## src/rtl/spi_ram_pkg.sv

```systemverilog
// Shared types and constants for the SPI RAM master.
//   op_e    : RAM command opcodes carried in cmd[9:8]
//   state_e : master frame sequencer states
//   CMD_W   : command word width, DATA_W : returned data width
package spi_ram_pkg;

  localparam int unsigned CMD_W  = 10;
  localparam int unsigned DATA_W = 8;

  typedef enum logic [1:0] {
    OP_WR_ADDR = 2'b00,
    OP_WR_DATA = 2'b01,
    OP_RD_ADDR = 2'b10,
    OP_RD_DATA = 2'b11
  } op_e;

  typedef enum logic [2:0] {
    IDLE,
    SELECT,
    CTRL,
    SHIFT_CMD,
    TURN,
    SHIFT_RD,
    DONE
  } state_e;

  // Only read-data frames carry a MISO reply.
  function automatic logic is_read(op_e op);
    return op == OP_RD_DATA;
  endfunction

endpackage

```

## src/rtl/spi_clk_gen.sv

```systemverilog
// SCLK generator. While en is high, an internal phase toggles every CLK_DIV
// clocks, so one SCLK period is 2*CLK_DIV clocks starting with the low half.
// sclk only follows the phase while gate is high, otherwise it is held low.
// Ports:
//   clk, rst     : system clock, async active-high reset
//   en           : run the half-period counter (cleared when low)
//   gate         : allow sclk to pulse in the current period
//   sclk         : registered SPI clock
//   rise_tick_c  : high in the clk before the phase goes high
//   fall_tick_c  : high in the clk before the phase goes low (period end)
module spi_clk_gen #(
  parameter int unsigned CLK_DIV = 2
) (
  input  logic clk,
  input  logic rst,
  input  logic en,
  input  logic gate,
  output logic sclk,
  output logic rise_tick_c,
  output logic fall_tick_c
);

  localparam int unsigned DIV_W = (CLK_DIV > 1) ? $clog2(CLK_DIV) : 1;

  logic [DIV_W-1:0] cnt;
  logic             phase;
  logic             wrap_c;

  assign wrap_c      = en && (cnt == DIV_W'(CLK_DIV - 1));
  assign rise_tick_c = wrap_c && !phase;
  assign fall_tick_c = wrap_c && phase;

  // Half-period counter and gated sclk.
  always_ff @(posedge clk or posedge rst) begin
    if (rst) begin
      cnt   <= '0;
      phase <= 1'b0;
      sclk  <= 1'b0;
    end else if (!en) begin
      cnt   <= '0;
      phase <= 1'b0;
      sclk  <= 1'b0;
    end else if (wrap_c) begin
      cnt   <= '0;
      phase <= !phase;
      sclk  <= !phase && gate;
    end else begin
      cnt <= cnt + DIV_W'(1);
    end
  end

endmodule

```

## src/rtl/spi_ram_master.sv

```systemverilog
// SPI mode-0 initiator for the SPI slave / RAM subsystem. Each accepted
// command is sent as one frame: a control bit (cmd[9]) then cmd[9:0] MSB
// first. Read-data frames add a turnaround and an 8-bit MISO reply.
// ss_n stays low through one trailing SCLK period after the last edge, then
// is high for one SCLK period before the master returns to IDLE.
// Ports:
//   clk, rst             : system clock, async active-high reset
//   cmd_valid/cmd_ready  : command handshake, cmd_data = {op, payload}
//   rd_data/rd_valid     : read-data reply and its one-clk strobe
//   busy                 : frame in progress
//   sclk, ss_n, mosi     : SPI outputs
//   miso                 : SPI input
module spi_ram_master
  import spi_ram_pkg::*;
#(
  parameter int unsigned CLK_DIV    = 2,
  parameter int unsigned TURNAROUND = 2
) (
  input  logic              clk,
  input  logic              rst,
  input  logic              cmd_valid,
  input  logic [CMD_W-1:0]  cmd_data,
  output logic              cmd_ready,
  output logic [DATA_W-1:0] rd_data,
  output logic              rd_valid,
  output logic              busy,
  output logic              sclk,
  output logic              ss_n,
  output logic              mosi,
  input  logic              miso
);

  localparam int unsigned CNT_MAX = (TURNAROUND > CMD_W) ? TURNAROUND : CMD_W;
  localparam int unsigned CNT_W   = $clog2(CNT_MAX + 1);

  state_e            state, state_next;
  logic [CNT_W-1:0]  cnt;
  logic [CMD_W-1:0]  sh;
  logic [DATA_W-1:0] rd_shift;
  op_e               op_q;
  logic              accept_c, rise_c, fall_c, en_c, gate_c;

  assign accept_c = cmd_valid && cmd_ready;
  assign en_c     = (state != IDLE);
  assign gate_c   = (state == CTRL) || (state == SHIFT_CMD) || (state == SHIFT_RD);
  // mosi is the MSB of the command shift register, so it only moves on
  // load (sclk low) or on a falling-edge shift.
  assign mosi     = sh[CMD_W-1];

  spi_clk_gen #(
    .CLK_DIV(CLK_DIV)
  ) u_clk_gen (
    .clk         (clk),
    .rst         (rst),
    .en          (en_c),
    .gate        (gate_c),
    .sclk        (sclk),
    .rise_tick_c (rise_c),
    .fall_tick_c (fall_c)
  );

  // State register.
  always_ff @(posedge clk or posedge rst) begin
    if (rst) state <= IDLE;
    else     state <= state_next;
  end

  // Next state; every state ends on a period-closing fall tick.
  always_comb begin
    state_next = state;
    case (state)
      IDLE:      if (accept_c) state_next = SELECT;
      SELECT:    if (fall_c) state_next = CTRL;
      CTRL:      if (fall_c) state_next = SHIFT_CMD;
      SHIFT_CMD: if (fall_c && cnt == CNT_W'(CMD_W - 1))
                   state_next = is_read(op_q) ? TURN : DONE;
      TURN:      if (fall_c && cnt == CNT_W'(TURNAROUND - 1)) state_next = SHIFT_RD;
      SHIFT_RD:  if (fall_c && cnt == CNT_W'(DATA_W - 1)) state_next = DONE;
      DONE:      if (fall_c && cnt == CNT_W'(1)) state_next = IDLE;
      default:   state_next = IDLE;
    endcase
  end

  // Datapath and registered outputs.
  always_ff @(posedge clk or posedge rst) begin
    if (rst) begin
      cnt       <= '0;
      sh        <= '0;
      rd_shift  <= '0;
      op_q      <= OP_WR_ADDR;
      cmd_ready <= 1'b0;
      busy      <= 1'b0;
      ss_n      <= 1'b1;
      rd_valid  <= 1'b0;
      rd_data   <= '0;
    end else begin
      cmd_ready <= (state_next == IDLE);
      busy      <= (state_next != IDLE);
      rd_valid  <= 1'b0;

      // Per-state period/bit counter.
      if (state_next != state) cnt <= '0;
      else if (fall_c)         cnt <= cnt + CNT_W'(1);

      case (state)
        IDLE: begin
          if (accept_c) begin
            sh       <= cmd_data;
            op_q     <= op_e'(cmd_data[CMD_W-1:CMD_W-2]);
            rd_shift <= '0;
            ss_n     <= 1'b0;
          end
        end
        SHIFT_CMD: begin
          if (fall_c) sh <= {sh[CMD_W-2:0], 1'b0};
        end
        SHIFT_RD: begin
          if (rise_c) rd_shift <= {rd_shift[DATA_W-2:0], miso};
          if (fall_c && cnt == CNT_W'(DATA_W - 1)) begin
            rd_data  <= rd_shift;
            rd_valid <= 1'b1;
          end
        end
        DONE: begin
          // First DONE period holds ss_n low; the second is the gap.
          if (fall_c && cnt == '0) ss_n <= 1'b1;
        end
        default: ;
      endcase
    end
  end

endmodule

```

## config.mk

```make
export PLATFORM = sky130hd
export DESIGN_NAME = spi_ram_master
export DESIGN_NICKNAME = d
export VERILOG_FILES = /design/src/rtl/spi_ram_pkg.sv /design/src/rtl/spi_clk_gen.sv /design/src/rtl/spi_ram_master.sv
export SDC_FILE = /design/constraint.sdc
export NUM_CORES = 1
export LEC_CHECK = 0
export ABC_AREA = 0
export CAP_MARGIN = 25
export CORE_ASPECT_RATIO = 0.6
export CORE_UTILIZATION = 54
export CTS_CLUSTER_DIAMETER = 200
export DETAILED_ROUTE_END_ITERATION = 12
export PLACE_DENSITY = 0.79
export SLEW_MARGIN = 20
export SYNTH_ARGS = -nofsm -noshare
export SYNTH_HDL_FRONTEND = slang
export SYNTH_SLANG_ARGS = --single-unit
```

## constraint.sdc

```tcl
create_clock -name clk -period 2.1 [get_ports clk]
set_clock_uncertainty 0.15 [all_clocks]
set_input_delay 0.42 -clock clk [delete_from_list [all_inputs] [get_ports clk]]
set_output_delay 0.42 -clock clk [all_outputs]
set_load 0.05 [all_outputs]
```

==> summary.txt <==
Worst setup path
  • Setup slack, reg-to-reg: 0.08 ns
  • R2r endpoint: cmd_ready$_DFF_PP0_
  • Worst path max stage delay: 0.81 ns
  • CP endpoint kind: output port
  • Critical R2R Launch: cnt[1]$_DFFE_PP0P_
  • Crit-path cells: clkdlybuf4s50_1
  • WP data required: 1.53 ns
  • Top Family by Delay on Critical Path: buffers and inverters
  • Crit Path Max Fanout: 2
  • CP Buf/Inv Count: 1
  • Crit Path Class: reg2out
  • Setup crit start kind: register
  • Crit path DAT: 1.50 ns
  • R2R cell count: 6
  • Slowest CP cell: clkdlybuf4s50_1

Floorplanning
  • Core ar.: 0.00344 sq mm
  • Starting Density: 59.8%
  • IO Pins: 28
  • Core Rows: 16
  • DIE AREA: 0.00407 sq mm
  • Die width: 81.7 um
  • Die Span Y: 49.8 um

Global route
  • Grt ovf: 0
  • Initial antenna violation count: 0
  • Tot GR Track Use: 25.4%
  • Largest net degree at the start of global routing: 30
  • First-pass GRT wire length: 7430 um
  • Number of global-route vias before repair: 1557

Synth
  • Number of synthesized flops with an enable pin: 0
  • Ys async rst share: 100%
  • Synth top area share: 49.8%
  • Syn_nets: 219
  • Ys Warns: 0
  • Sequential share of the synthesized area: 51.1%
  • Post-synth top area cell: dfrtp_1
  • Synthesized area: 0.00206 sq mm
  • Avg Cell Area, Syn: 10.2 sq um
  • Synth top area cells: dfrtp_1 50%, mux2_2 5.5%, nand2_1 5.1%, nand3_1 3.2%, o21ai_0 2.9%
  • Post-synth top flop: dfrtp_1
  • Flops & latches, synth: 42
  • Post-Synthesis Cells: 202
  • Count of cell types in the netlist: 46

STA
  • Final setup TNS: 0 ns
  • RSZ-0062 raised after global routing: no
  • Worst slew pin tran: 0.533 ns
  • Final Hold Vio Count: 0
  • Post-route minimum period: 2.07 ns
  • Worst hold margin: 0.284 ns
  • Relative slew margins: 64.5%
  • Slew Limit Fails: 0
  • Max Clk Rate: 0.484 GHz
  • Endpoints failing setup: 0
  • Final Cycle Share: 98.3%
  • Final worst slack: 0.0350 ns

Clock network
  • CTS Sinks: 42
  • Post-CTS Setup Repair Bufs: 0
  • Root Buffer Master: clkbuf_8
  • Clk_lat worst skew: 0.30 ns
  • Reg clk slew, reported paths: 0.08 ns
  • CTS buffer count: 5
  • H-tree depth: 2
  • CTS tree: done
  • PostCTS Resize Cnt: 0
  • CTS hold repair buffers: 0
  • CTS max path bufs: 2

Layout
  • Most common cell after layout, fill and taps aside: dfrtp_1
  • Layout cells sized above 1: 19.7%
  • Core Util, Final: 74.2%
  • Synth-to-layout area growth: 24.1%
  • Diode count: 0
  • Final Cell Area: 0.00255 sq mm
  • Commonest non-fill, non-tap cells in the layout: 41 x dfrtp_1, 28 x nand2_1, 23 x buf_4, 20 x clkdlybuf4s50_1, 14 x nor2_1
  • Fin nets: 260

Detailed routing
  • Met2 WL: 1900 um
  • Drt wl/cell: 15.7 um
  • DRT met1 WL: 2190 um
  • DRT Wirelength: 4530 um
  • Vias per cell: 5.69
  • Remaining DRCs: 0
  • Antenna Nets Post-Route: 0
  • Max Used Layer: met4
  • Routed via count: 1645
  • Met3 WL: 370 um
  • Iter 0 DRT Violations: 111
  • First-pass detailed-route iteration total: 4

Power
  • Sw Share: 20.7%
  • Leak: 1.18 nW
  • Gate power share: 3.2%
  • Net Switching: 0.000309 W
  • Clk pwr share: 42.9%
  • Seq pwr share: 54.0%
  • Internal: 0.00119 W
  • PD cells: 586 mW/mm^2
  • Peak VDD IR: 0.394 mV

Place
  • Global placement routability congestion: 0.974
  • Placed Area: 0.00240 sq mm
  • Dpl hpwl: 3220 um
  • IO buf count: 27
  • DP Worst Slack: 0.0757 ns

Run
  • Maxcap violations: 0

Run status
  • Outcome: finished clean

Min path
  • Worst Hold Class: in2async
==> state kept, by name, summed over array words and instances (netlist names) <==
register         count
op_q                 2
busy                 1
rd_valid             1
cmd_ready            1
u_clk_gen.sclk       1
rd_shift             8
u_clk_gen.cnt        1
cnt                  4
u_clk_gen.phase      1
ss_n                 1
state                3
sh                  10
rd_data              8
==> cell usage after synthesis (all sizes together), types with 4 or more instances <==
cell type and instances:
a31oi 9, buf 8, dfrtp 41, inv 13, mux2 10, nand2 28
nand2b 6, nand3 13, nand3b 4, nor2 14, nor3 6, o21ai 13
==> layer usage <==
metal  vias to the layer above  global-route usage, %
li1                        786                      -
met1                       786                   37.6
met2                        63                   34.7
met3                        10                   7.78
met4                         0                   9.36
met5                         -                      0
==> layout make-up <==
type | count | area [sq um]
Multi-Input combinational cell | 137 | 895
Timing Repair Buffer | 44 | 393
Clock buffer | 6 | 72.6
Fill cell | 233 | 888
Inverter | 13 | 48.8
Sequential cell | 42 | 1050
Tap cell | 45 | 56.3
Clock inverter | 2 | 37.5
==> worst max-delay path by stage <==
stage,start,to,slack (ns),cells after the start
final,rd_data[0]$_DFFE_PP0P_,rd_data[0],0.03,1
after global routing,cnt[1]$_DFFE_PP0P_,cmd_ready$_DFF_PP0_,0.002,6
after CTS,rd_data[0]$_DFFE_PP0P_,rd_data[0],0.04,1
after detailed placement,state[1]$_DFF_PP0_,rd_data[0]$_DFFE_PP0P_,0.08,3
after global placement,state[1]$_DFF_PP0_,rd_data[2]$_DFFE_PP0P_,0.14,3
after floorplan,cnt[1]$_DFFE_PP0P_,cmd_ready$_DFF_PP0_,0.32,6
==> power groups by stage <==
stage | Sequential [W] | Clock, W | Combinational, W
floorplan | 0.000824 | 0 | 0.0000157
global placement | 0.000824 | 0 | 0.0000471
detailed placement | 0.000824 | 0 | 0.0000485
CTS | 0.000808 | 0.000646 | 0.0000489
global route | 0.000808 | 0.000678 | 0.0000538
finish | 0.000808 | 0.000642 | 0.0000473
==> stage by stage <==
stage               std cells  total power (W)
detailed placement        277         0.000873
global placement          277         0.000871
finish                    289          0.00150
global route              289          0.00154
floorplan                 202         0.000840
CTS                       285          0.00150
==> kinds of logic after synthesis <==
group	after synthesis	share of synthesized area, %
adder cells (fa/ha/maj)	3	1.82
flip-flops	42	51.1
AO/OA/AOI/OAI	34	12.3
AND/OR/NAND/NOR	85	21.7
multiplexers	11	5.96
XOR/XNOR	4	1.70
buffers and inverters	23	5.41
Note: power is estimated with default switching activity, not from simulation.
